==> src/rtl/branch_cond_unit.sv <==
// branch_cond_unit
//   Resolves conditional branches against the architectural {N,Z,C,V} flag
//   register written by ALU compares, computes the next PC and hands the
//   result to fetch through a registered valid/ready output.
//
// Ports
//   clk, rst_n            clock (rising edge), async active-low reset
//   flag_we, n/z/c/v_in   ALU compare flags and their capture strobe
//   br_valid/br_ready     branch request handshake
//   br_cond/pc/offset     condition code, branch PC, signed byte offset
//   res_valid/res_ready   result handshake towards fetch
//   res_taken/target      resolved direction and next PC
//   res_illegal           condition code 1000-1111
//   flush                 pipeline flush (drops result, blocks acceptance)
//   flags_q               registered {N,Z,C,V}
//   taken_cnt             saturating count of accepted taken branches
module branch_cond_unit #(
   parameter int AW    = 32,
   parameter int CNT_W = 16
) (
   input  logic             clk,
   input  logic             rst_n,
   input  logic             flag_we,
   input  logic             z_in,
   input  logic             n_in,
   input  logic             c_in,
   input  logic             v_in,
   input  logic             br_valid,
   output logic             br_ready,
   input  logic [3:0]       br_cond,
   input  logic [AW-1:0]    br_pc,
   input  logic [AW-1:0]    br_offset,
   output logic             res_valid,
   input  logic             res_ready,
   output logic             res_taken,
   output logic [AW-1:0]    res_target,
   output logic             res_illegal,
   input  logic             flush,
   output logic [3:0]       flags_q,
   output logic [CNT_W-1:0] taken_cnt
);

   typedef enum logic [1:0] {IDLE, WAIT_FLAGS, FULL} state_t;

   state_t           r_state, w_next;
   logic [3:0]       r_flags;
   logic             r_flags_vld;
   logic             r_taken, r_illegal;
   logic [AW-1:0]    r_target;
   logic [CNT_W-1:0] r_cnt;

   logic [3:0]       w_flags_in, w_flags;
   logic             w_n, w_z, w_c, w_v;
   logic             w_taken, w_illegal;
   logic             w_no_flags, w_can_eval, w_accept;
   logic [AW-1:0]    w_target;

   assign w_flags_in = {n_in, z_in, c_in, v_in};
   // A compare in the same cycle is forwarded so the branch need not wait.
   assign w_flags    = flag_we ? w_flags_in : r_flags;
   assign {w_n, w_z, w_c, w_v} = w_flags;

   always_comb begin
      w_taken   = 1'b0;
      w_illegal = 1'b0;
      case (br_cond)
         4'b0000: w_taken = w_z;
         4'b0001: w_taken = !w_z;
         4'b0010: w_taken = w_n ^ w_v;
         4'b0011: w_taken = !(w_n ^ w_v);
         4'b0100: w_taken = !w_c;
         4'b0101: w_taken = w_c;
         4'b0110: w_taken = 1'b1;
         4'b0111: w_taken = 1'b0;
         default: w_illegal = 1'b1;
      endcase
   end

   assign w_target = w_taken ? (br_pc + br_offset) : (br_pc + AW'(4));

   // AL, NV and illegal codes resolve without looking at the flags.
   assign w_no_flags = (br_cond == 4'b0110) || (br_cond == 4'b0111) || br_cond[3];
   assign w_can_eval = r_flags_vld || flag_we || w_no_flags;

   always_comb begin
      w_next   = r_state;
      br_ready = 1'b0;
      if (flush) begin
         w_next = IDLE;
      end else begin
         case (r_state)
            IDLE: begin
               br_ready = w_can_eval;
               if (br_valid) w_next = w_can_eval ? FULL : WAIT_FLAGS;
            end
            WAIT_FLAGS: begin
               br_ready = flag_we;
               if (!br_valid)    w_next = IDLE;
               else if (flag_we) w_next = FULL;
            end
            FULL: begin
               // Slot frees when fetch takes the result, so a new request
               // can be accepted in the same cycle. A flag-dependent request
               // that still has no flags parks in WAIT_FLAGS instead.
               if (res_ready) begin
                  br_ready = w_can_eval;
                  if (!br_valid)        w_next = IDLE;
                  else if (!w_can_eval) w_next = WAIT_FLAGS;
               end
            end
            default: w_next = IDLE;
         endcase
      end
   end

   assign w_accept = br_valid && br_ready;

   always_ff @(posedge clk or negedge rst_n) begin
      if (!rst_n) begin
         r_state     <= IDLE;
         r_flags     <= '0;
         r_flags_vld <= 1'b0;
         r_taken     <= 1'b0;
         r_illegal   <= 1'b0;
         r_target    <= '0;
         r_cnt       <= '0;
      end else begin
         r_state <= w_next;
         if (flag_we) begin
            r_flags     <= w_flags_in;
            r_flags_vld <= 1'b1;
         end
         if (w_accept) begin
            r_taken   <= w_taken;
            r_illegal <= w_illegal;
            r_target  <= w_target;
            if (w_taken && (r_cnt != '1)) r_cnt <= r_cnt + CNT_W'(1);
         end
      end
   end

   assign res_valid   = (r_state == FULL);
   assign res_taken   = r_taken;
   assign res_illegal = r_illegal;
   assign res_target  = r_target;
   assign flags_q     = r_flags;
   assign taken_cnt   = r_cnt;

endmodule

==> config.mk <==
export PLATFORM = sky130hd
export DESIGN_NAME = branch_cond_unit
export DESIGN_NICKNAME = d
export VERILOG_FILES = /design/src/rtl/branch_cond_unit.sv
export SDC_FILE = /design/constraint.sdc
export NUM_CORES = 1
export LEC_CHECK = 0
export ABC_AREA = 0
export BUFFER_PORTS_ARGS = -buffer_cell sky130_fd_sc_hd__buf_2
export CAP_MARGIN = 5
export CORE_MARGIN = 2
export CORE_UTILIZATION = 47
export CTS_BUF_LIST = sky130_fd_sc_hd__clkbuf_16
export CTS_CLUSTER_DIAMETER = 100
export DETAILED_ROUTE_END_ITERATION = 16
export HOLD_SLACK_MARGIN = 0.08
export PLACE_DENSITY = 0.82
export SYNTH_ARGS = -nofsm -noshare
export SYNTH_HDL_FRONTEND = slang
export SYNTH_SLANG_ARGS = --single-unit
==> constraint.sdc <==
create_clock -name clk -period 2.4 [get_ports clk]
set_input_delay 0.36 -clock clk [delete_from_list [all_inputs] [get_ports clk]]
set_output_delay 0.36 -clock clk [all_outputs]
set_load 0.005 [all_outputs]
==> impl_metrics.yaml <==
status:
  status: "finished, final reports clean"
placement:
  place_congestion: 0.922
  hpwl_um: 11000
  port_buffers: 133
  placed_cell_area_mm2: 0.00620
  dp_cells: 887
global_routing:
  grt_max_degree: 34
  grt_pass1_wl_um: 22100
  grt_pass1_vias: 4850
  antenna_found_initial: 0
  grt.overflow.total: 0
  grt_usage_pct: 26.6
logic_synthesis:
  synth_edf_count: 0
  syn-num-nets: 664
  synth_common_cells: "61 x nand2_1, 57 x dfrtp_1, 54 x a21oi_1"
  syn_inst: 552
  synthFlopType: "dfrtp_1"
  synth-seq-cells: 57
  ys.warnings.count: 0
  synth.distinct_cells: 51
  yosysMostFrequentCell: "nand2_1"
  async_reset_ff_share_pct: 100
  syn-cell-area_mm2: 0.00462
  synthTopCellsByArea: "dfrtp_1 31%, ha_1 8.9%, xnor2_1 6.6%"
  avgSynthCellArea_um2: 8.37
  synth_top_area_share_pct: 30.9
  synth_top_area_cell: "dfrtp_1"
  ys_seq_area_share_pct: 30.9
critical_path:
  reg2reg_from: "flags_q[1]"
  path_max_fanout: 6
  cp.required_ns: 2.62
  critPathKind: "register to register"
  cp-start-kind: "register"
  crit_family: "simple AND/OR/NAND/NOR gates"
  cp_slowest_cell: "dfrtp_1"
  max_stage_delay_ns: 0.37
  crit_buf_inv: 0
  setup.worst_path.start: "flags_q[1]"
  crit_chain: "mux2_4 -> mux2i_1 -> o22ai_1 -> xor2_1 -> or2_4 -> a311oi_4 -> and4_4 -> nand4_1 -> xnor2_1"
  end_kind: "register"
  worstPathArrival_ns: 2.57
min_path:
  hold_path_class: "primary input to asynchronous set/reset pin"
timing:
  max_slew.worst_pin.slew_ns: 0.731
  rsz0062_at_grt: "yes"
  hold_viol: 0
  fin_worst_skew_ns: 0.00955
  slew_headroom_pct: 51.3
  max_freq_mhz: 425
  setup_viol: 0
  fin_hold_ws_ns: 0.0897
  min_period_ns: 2.35
  post-route-period-util_pct: 98.0
  slew_violations: 0
final_layout:
  fin_nets: 881
  area_growth_pct: 43.7
  final_util_pct: 68.9
  final_area_mm2: 0.00664
  n_fill_cell: 778
  drive_gt1_share_pct: 36.2
  antenna_cells: 0
  instances_no_fill: 907
power:
  internal-power_mw: 2.56
  netSwitchingPower_mw: 1.25
  power_mw: 3.81
  power_frac_seq_pct: 32.1
  p_leak_nw: 3.27
  p_comb_share_pct: 34.9
  p_per_area_mw_per_mm2: 574
  sw_frac_of_total_pct: 32.8
  ir_drop_v: 0.000266
  power_frac_clock_pct: 32.9
detailed_routing:
  drcViolationCount: 0
  ant_nets: 0
  drt_pass1_iterations: 5
  viasPerCell: 5.53
  totalWireLength_um: 14300
  vias: 5012
  wl_per_cell_um: 15.8
  drt_iter0_markers: 179
floorplanning:
  fp.dieW_um: 103
  ios: 134
  fp-row-count: 36
  die_h_um: 103
  core_mm2: 0.00964
  start_util_pct: 47.9
  dieArea_mm2: 0.0106
flow_run:
  drv_cap: 0
clocking:
  cts_max_level: 3
  clk_pin_slew_ns: 0.06
  cts_tree: "yes"
  clock_path_buffers: 2
  cts_sinks: 57
  cts_buffers: 9
  root_buffer: "clkbuf_16"
  clock_latency_ns: 0.34
==> metrics by stage <==
| stage | TNS (ns) | worst slack, ns |
|---|---|---|
| 5_1_grt | -0.0900 | -0.0399 |
| 2_1_floorplan | -0.0903 | -0.0335 |
| 6_report | 0 | 0.0486 |
| 4_1_cts | 0 | 0.00464 |
| 3_3_place_gp | -3.60 | -0.344 |
| 3_5_place_dp | -5.41 | -0.384 |
==> area by class of cell <==
class	instances	area, µm²	area share, %
multi-input cells	471	3360	50.5
flip-flops and latches	57	1430	21.5
repair buffers	222	1380	20.7
clock buffers	9	225	3.39
well taps	133	166	2.50
clock inverters	7	62.6	0.942
inverters	8	30.0	0.452
==> state kept, by name, summed over array words and instances, names as in the netlist <==
register / flops
res_illegal: 1
res_target: 32
r_flags_vld: 1
flags_q: 4
res_taken: 1
r_state: 2
taken_cnt: 16
==> final timing paths <==
check / slack [ns] / endpoint / cells past startpoint
worst max-delay path: 0.05 / taken_cnt[15] / 9
max in group asynchronous: 1.61 / res_target[21] / 2
worst min-delay path: 0.09 / taken_cnt[14] / 1
worst max register to register: 0.05 / taken_cnt[15] / 9
worst min register to register: 0.47 / r_flags_vld / 1
min in group clk: 0.28 / flags_q[2] / 3
==> metal layers <==
layer / global-route usage (%) / wire length, µm / vias to the layer above
li1: - / - / 2427
met1: 33.6 / 6080 / 2346
met2: 46.1 / 6950 / 211
met3: 4.61 / 994 / 28
met4: 8.50 / 288 / 0
met5: 0 / 0 / -
==> cell usage in the layout, fill, tap and decap left out, types with 4 or more instances in the layout <==
cell type,netlist,layout
a211oi_1,6,4
and4_1,6,4
mux2i_1,8,7
a21o_1,18,18
ha_4,0,8
nor2_1,51,50
buf_4,1,86
xnor2_1,35,35
ha_1,33,24
inv_1,8,9
a21oi_1,54,53
clkbuf_16,0,10
nand4_1,10,10
o21ai_0,45,41
xor2_1,35,35
nand3_1,22,22
buf_2,2,133
o21bai_1,4,4
dfrtp_1,57,57
and3_1,15,15
nand2_1,61,60
and2_1,6,6
nor3_1,8,8
==> worst register-to-register path, delay by kind of cell, from the launching register on <==
| family | cells | cell delay (ns) |
|---|---|---|
| xor+xnor | 2 | 0.33 |
| mux | 2 | 0.42 |
| flops | 1 | 0.37 |
| simple gates | 3 | 0.72 |
| compound gates | 2 | 0.41 |
==> logic make-up after synthesis <==
logic type | Yosys count | synth area share (%)
multiplexers | 12 | 2.79
AO/OA/AOI/OAI | 156 | 20.7
flip-flops | 57 | 30.9
adder cells (fa/ha/maj) | 34 | 9.37
XOR/XNOR | 70 | 13.3
AND/OR/NAND/NOR | 199 | 20.7
buffers and inverters | 24 | 2.25
==> power groups by stage <==
stage / logic [mW] / clock network, mW / registers [mW]
after floorplan: 0.660 / 0 / 1.24
after global placement: 1.22 / 0 / 1.22
after detailed placement: 1.27 / 0 / 1.24
after CTS: 1.28 / 1.26 / 1.22
after global routing: 1.47 / 1.30 / 1.24
final: 1.33 / 1.26 / 1.23
==> what timing repair did <==
item                                    CTS  global route
resized for setup                         3            19
buffers inserted                          0             3
gates cloned                              0             1
hold buffers                              0             0
endpoints found under the setup margin    5            25
pin swaps                                 1            11
No activity file was read; power rests on OpenSTA's default activity.
